--- config.mk ---
export PLATFORM = sky130hd
export DESIGN_NAME = id_ex_stage
export DESIGN_NICKNAME = d
export VERILOG_FILES = /design/src/rtl/cpu_pkg.sv /design/src/rtl/hazard_detect.sv /design/src/rtl/id_ex_stage.sv
export SDC_FILE = /design/constraint.sdc
export NUM_CORES = 1
export LEC_CHECK = 0
export CORE_AREA = 5 5 158 122
export CTS_CLUSTER_DIAMETER = 200
export CTS_CLUSTER_SIZE = 25
export DETAILED_ROUTE_END_ITERATION = 12
export DIE_AREA = 0 0 163 127
export PLACE_DENSITY_LB_ADDON = 0.2
export SLEW_MARGIN = 20
export SYNTH_ARGS = -nofsm -noshare
export SYNTH_HDL_FRONTEND = slang
export SYNTH_SLANG_ARGS = --single-unit
--- constraint.sdc ---
create_clock -name clk -period 1.8 [get_ports clk]
set_clock_uncertainty 0.05 [all_clocks]
set_input_delay 0.45 -clock clk [delete_from_list [all_inputs] [get_ports clk]]
set_output_delay 0.45 -clock clk [all_outputs]
set_load 0.03 [all_outputs]
--- src/rtl/cpu_pkg.sv ---
// Shared CPU definitions: the 10-bit decode control word, the load result-source
// encoding and the register index width.
package cpu_pkg;
  localparam int         REG_IDX_W   = 5;
  localparam int         CTRL_W      = 10;
  localparam logic [1:0] RESULT_LOAD = 2'b01;

  // Bit order matches the pipeline bus: {ALUControl, ALUSrc, RegWrite,
  // MemWrite, ResultSrc, Branch, Jump}. All-zero decodes to a no-op.
  typedef struct packed {
    logic [2:0] alu_control;
    logic       alu_src;
    logic       reg_write;
    logic       mem_write;
    logic [1:0] result_src;
    logic       branch;
    logic       jump;
  } ctrl_t;

  function automatic logic is_load(ctrl_t c);
    return c.result_src == RESULT_LOAD;
  endfunction
endpackage

--- src/rtl/hazard_detect.sv ---
// Combinational load-use detector.
// Ports:
//   i_e_valid, i_e_ctrl, i_e_rd : instruction currently in execute
//   i_d_valid, i_d_rs1, i_d_rs2 : instruction currently in decode
//   o_hazard                    : decode reads the register a load in execute writes
module hazard_detect
  import cpu_pkg::*;
(
  input  logic                 i_e_valid,
  input  ctrl_t                i_e_ctrl,
  input  logic [REG_IDX_W-1:0] i_e_rd,
  input  logic                 i_d_valid,
  input  logic [REG_IDX_W-1:0] i_d_rs1,
  input  logic [REG_IDX_W-1:0] i_d_rs2,
  output logic                 o_hazard
);
  logic w_src_match;

  assign w_src_match = (i_e_rd == i_d_rs1) || (i_e_rd == i_d_rs2);

  // x0 is hardwired zero, so a load targeting it never creates a dependency.
  assign o_hazard = i_e_valid && is_load(i_e_ctrl) && (i_e_rd != '0) &&
                    i_d_valid && w_src_match;
endmodule

--- src/rtl/id_ex_stage.sv ---
// ID/EX pipeline register with load-use stall and flush handling.
// Ports:
//   clk, rst_n                       : clock, synchronous active-low reset
//   d_valid, d_ctrl, d_rd1..d_pc,
//   d_rs1, d_rs2, d_rd               : decode-stage instruction
//   flush_i                          : kill the decode instruction (taken branch/jump)
//   e_valid, e_ctrl, e_rd1..e_pc,
//   e_rs1, e_rs2, e_rd               : registered execute-stage instruction
//   stall_o                          : combinational, hold PC and IF/ID this cycle
//   bubble_cnt                       : saturating count of bubbles replacing real instructions
module id_ex_stage
  import cpu_pkg::*;
#(
  parameter int DATA_W = 32,
  parameter int CNT_W  = 16
) (
  input  logic                 clk,
  input  logic                 rst_n,
  input  logic                 d_valid,
  input  logic [CTRL_W-1:0]    d_ctrl,
  input  logic [DATA_W-1:0]    d_rd1,
  input  logic [DATA_W-1:0]    d_rd2,
  input  logic [DATA_W-1:0]    d_imm,
  input  logic [DATA_W-1:0]    d_pc,
  input  logic [REG_IDX_W-1:0] d_rs1,
  input  logic [REG_IDX_W-1:0] d_rs2,
  input  logic [REG_IDX_W-1:0] d_rd,
  input  logic                 flush_i,
  output logic                 e_valid,
  output logic [CTRL_W-1:0]    e_ctrl,
  output logic [DATA_W-1:0]    e_rd1,
  output logic [DATA_W-1:0]    e_rd2,
  output logic [DATA_W-1:0]    e_imm,
  output logic [DATA_W-1:0]    e_pc,
  output logic [REG_IDX_W-1:0] e_rs1,
  output logic [REG_IDX_W-1:0] e_rs2,
  output logic [REG_IDX_W-1:0] e_rd,
  output logic                 stall_o,
  output logic [CNT_W-1:0]     bubble_cnt
);
  logic                 r_valid;
  ctrl_t                r_ctrl;
  logic [DATA_W-1:0]    r_rd1, r_rd2, r_imm, r_pc;
  logic [REG_IDX_W-1:0] r_rs1, r_rs2, r_rd;
  logic [CNT_W-1:0]     r_cnt;
  logic                 w_hazard;
  logic                 w_bubble;

  hazard_detect u_hazard (
    .i_e_valid (r_valid),
    .i_e_ctrl  (r_ctrl),
    .i_e_rd    (r_rd),
    .i_d_valid (d_valid),
    .i_d_rs1   (d_rs1),
    .i_d_rs2   (d_rs2),
    .o_hazard  (w_hazard)
  );

  // A flush already discards the decode instruction, so stalling would only
  // hold a dead instruction; flush wins and the stall is suppressed.
  assign stall_o  = w_hazard && !flush_i && rst_n;
  assign w_bubble = flush_i || w_hazard;

  always_ff @(posedge clk) begin
    if (!rst_n) begin
      r_valid <= 1'b0;
      r_ctrl  <= '0;
      r_rd1   <= '0;
      r_rd2   <= '0;
      r_imm   <= '0;
      r_pc    <= '0;
      r_rs1   <= '0;
      r_rs2   <= '0;
      r_rd    <= '0;
      r_cnt   <= '0;
    end else if (w_bubble) begin
      // Zero control is a no-op; data/index fields are left as-is.
      r_valid <= 1'b0;
      r_ctrl  <= '0;
      if (d_valid && (r_cnt != '1)) r_cnt <= r_cnt + CNT_W'(1);
    end else begin
      r_valid <= d_valid;
      r_ctrl  <= d_valid ? ctrl_t'(d_ctrl) : '0;
      r_rd1   <= d_rd1;
      r_rd2   <= d_rd2;
      r_imm   <= d_imm;
      r_pc    <= d_pc;
      r_rs1   <= d_rs1;
      r_rs2   <= d_rs2;
      r_rd    <= d_rd;
    end
  end

  assign e_valid    = r_valid;
  assign e_ctrl     = r_ctrl;
  assign e_rd1      = r_rd1;
  assign e_rd2      = r_rd2;
  assign e_imm      = r_imm;
  assign e_pc       = r_pc;
  assign e_rs1      = r_rs1;
  assign e_rs2      = r_rs2;
  assign e_rd       = r_rd;
  assign bubble_cnt = r_cnt;
endmodule

==> run_results.csv <==
group,metric,value,unit
status,outcome,"complete, but fails checks",
status,violations,"setup timing",
synth,number_of_register_bits_inferred_by_synthesis,170,
synth,synthCells,766,
global_routing,grt_use_total,24.0,%
critical_path,worstPathMaxFanout,6,
timing,final_period_demand_of_the_worst_path,2.30,ns
placed_design,weighted_congestion_reported_at_the_end_of_routability_driven_placement,0.770,
timing,tns,-60.30,ns
placed_design,post-dp-hpwl,15400,µm
final_layout,nNetsFinal,1345,
floorplanning,num_rows,42,
timing,setup-violations-final,172,
placed_design,buffer_ports.inserted,327,
routing,route.vias.total,7259,
floorplanning,starting_density_of_the_core,35.6,%
synth,yosysUniqueCellTypes,37,
critical_path,critical-path-max-stage-delay,0.38,ns
synth,synth_top_area_share,54.8,%
placed_design,placed_area,0.0101,mm²
routing,detail_route.first_pass.iterations,4,
synth,yosys_warnings,0,
global_routing,grt_overflow,0,
flow_run,max_cap_viol_count,0,
routing,avgViaCountPerCell,5.03,
timing,layout_setup_ws,-0.502,ns
timing,finalHoldWorstSlack,0.395,ns
timing,report.final.hold_viol_count,0,
critical_path,start_kind,"register",
power_and_ir_drop,vdd_drop_max,0.549,mV
synth,nets_in_the_synthesized_netlist,924,
hold_path,worstHoldPathType,"primary input to register",
cts,clk-insertion-delay-late,0.43,ns
synth,yosysSeqAreaShare,54.8,%
floorplanning,core_area,0.0174,mm²
floorplanning,num_io_pins,328,
global_routing,grt_max_degree,46,
routing,routed_wire_length_per_instance,20.7,µm
floorplanning,die_h,127,µm
routing,starting_drt_drc_count,446,
timing,grt_setup_unrepaired,"yes",
cts,cts_hold_repair.buffers,0,
critical_path,worst-setup-path-type,"register to register",
final_layout,area_growth,120,%
floorplanning,floorplan.die_area,0.0207,mm²
critical_path,cp_common_cell,"buf_12",
cts,cts.sink_count,170,
routing,route.antenna.remaining_nets,0,
synth,synth_top_cells_by_area,"dfxtp_1 55%, nand2_1 18%, a21oi_1 12%",
power_and_ir_drop,leakagePower,6.23,nW
routing,drt_wl_total,29800,µm
critical_path,cp.required,2.10,ns
final_layout,fillCellCount,1083,
timing,layout_worst_path_cycle_share,128,%
cts,cts_buffers,17,
critical_path,crit_chain,"xnor2_2 -> nand3_2 -> o22ai_2 -> buf_6 -> buf_4 -> buf_6 -> a21oi_4 -> buf_12 -> buf_12 -> buf_12 -> clkbuf_16 -> nand2_2 -> a21oi_1",
timing,headroom_to_the_max_slew_limit,50.2,%
floorplanning,dieWidth,163,µm
timing,finalMaxSlewViolations,0,
critical_path,critPathLaunch,"e_rd[3]",
final_layout,finish.instance_area,0.0137,mm²
timing,worst_margin_pin_slew,0.747,ns
critical_path,origin_of_the_critical_flop_to_flop_path,"e_rd[3]",
synth,yosys.area.top_type,"dfxtp_1",
routing,remaining_drc_errors,0,
power_and_ir_drop,cell_pwr_density,751,mW/mm²
cts,path_clk_slew,0.07,ns
critical_path,arrival_time_at_the_worst_endpoint,2.61,ns
cts,cts_tree,"done",
critical_path,cp-end-kind,"register",
global_routing,grt_antenna_before_repair,3,
critical_path,cpMaxStageDelayCell,"dfxtp_4",
final_layout,final_layout_size_suffix_gt1_share,43.7,%
hold_path,hold_path.startpoint,"d_rs2[4]",
cts,clock_tree.buffer_depth,2,
cts,ctsRootBufferMaster,"clkbuf_16",
power_and_ir_drop,p_total,10.3,mW
synth,synth.avg_cell_area,8.11,µm²
timing,max_clock_freq,434,MHz
final_layout,layout.core_utilization,78.5,%
cts,cts_max_level,4,
global_routing,grt_first_pass_wirelength,38500,µm
global_routing,number_of_global_route_vias_before_repair,6781,
synth,synthesis.area,0.00621,mm²
sequential cells by signal, indices dropped and copies added (netlist names), 10 cells and up:
register,count
e_ctrl,10
e_rd1,32
e_imm,32
e_rd2,32
bubble_cnt,16
e_pc,32
cell families after synthesis:
logic type                 share of synthesized area, %
adders and majority gates                         0.201
muxes                                             0.484
xor gates and xnor gates                           1.69
DFF                                                54.8
buffers and inverters                              4.49
AOI/OAI and AO/OA                                  15.1
and+or+nand+nor                                    23.2
per-layer routing:
layer  vias up  track usage [%]  part of all wire [%]
met4         2             7.79                   2.6
met3        56             8.95                   9.1
li1       3395                -                     -
met2       324             41.1                    50
met1      3482             27.9                    38
met5         -                0                 0.044
repair_timing:
action	CTS	global route
setup buffers	41	21
resized for setup	275	491
cloned	29	7
pin swaps	24	232
endpoints found under the setup margin	338	179
cells in the mapped netlist:
library cell	n
nand2_1	300
dfxtp_1	170
a21oi_1	147
buf_2	25
clkbuf_1	18
and2_1	11
nand3_1	11
xnor2_1	10
buf_4	8
nor2_1	6
o211ai_1	6
nand2b_1	5
o31ai_1	5
and4_1	4
and3_1	3
inv_1	3
mux2i_1	3
nand4_1	3
o21ai_0	3
or3_1	3
or4_1	3
a21oi_2	2
nor3_1	2
xor2_1	2
a2111oi_0	1
a21o_1	1
a31oi_4	1
buf_6	1
ha_1	1
inv_2	1
nand4b_1	1
nor4_1	1
o21a_1	1
o221a_2	1
o221ai_1	1
o22ai_2	1
o31a_1	1
per-stage QoR:
step | worst slack (ns) | cells
floorplan | -0.0279 | 766
global placement | -0.732 | 1336
detailed placement | -0.767 | 1336
CTS | -0.497 | 1432
global route | -0.542 | 1443
finish | -0.502 | 1443
critical path: cells and delay by family, from the launching register on:
kind,cells,cell delay [ns]
xor+xnor,1,0.14
compound gates,3,0.52
flops,1,0.38
simple gates,2,0.17
buf+inv,7,0.96
final timing paths:
check,slack (ns),cells past startpoint,endpoint
max,-0.50,13,e_imm[9]
min reg2reg,0.40,2,e_rd1[18]
min,0.39,3,e_rs2[4]
max reg2reg,-0.50,13,e_imm[9]
cell usage in the layout, fill, tap and decap left out, types with 4 or more instances in the layout:
| cell | count |
|---|---|
| a21oi_1 | 14 |
| dfxtp_1 | 154 |
| clkdlybuf4s50_1 | 146 |
| dfxtp_2 | 10 |
| buf_6 | 20 |
| clkbuf_16 | 24 |
| nor2_1 | 5 |
| o211ai_1 | 6 |
| nand2_2 | 62 |
| o31ai_1 | 5 |
| inv_6 | 4 |
| dlygate4sd2_1 | 166 |
| and2_4 | 4 |
| and2_1 | 7 |
| dfxtp_4 | 6 |
| buf_4 | 46 |
| nand2_4 | 119 |
| buf_16 | 18 |
| buf_12 | 35 |
| and4_1 | 4 |
| clkdlybuf4s15_1 | 10 |
| xnor2_2 | 7 |
| nand2b_1 | 5 |
| a21oi_2 | 133 |
| nand2_1 | 118 |
| nand3_1 | 8 |
final cells by class:
cell class                      count  area, µm²  share of cell area [%]
Tap cell                          242        303                    2.21
Multi-Input combinational cell    541       4310                    31.5
Antenna cell                        2       5.00                  0.0366
Inverter                            4       17.5                   0.128
Sequential cell                   170       3440                    25.1
Clock inverter                     13        165                    1.21
Timing Repair Buffer              453       5020                    36.7
Clock buffer                       18        429                    3.14
where the power goes:
group	internal (mW)	switching (mW)	leakage, nW
registers	3.94	0.134	1.41
clock network	2.19	1.63	0.288
logic	1.13	1.26	4.53
total	7.27	3.02	6.23
No activity file was read; power rests on OpenSTA's default activity.
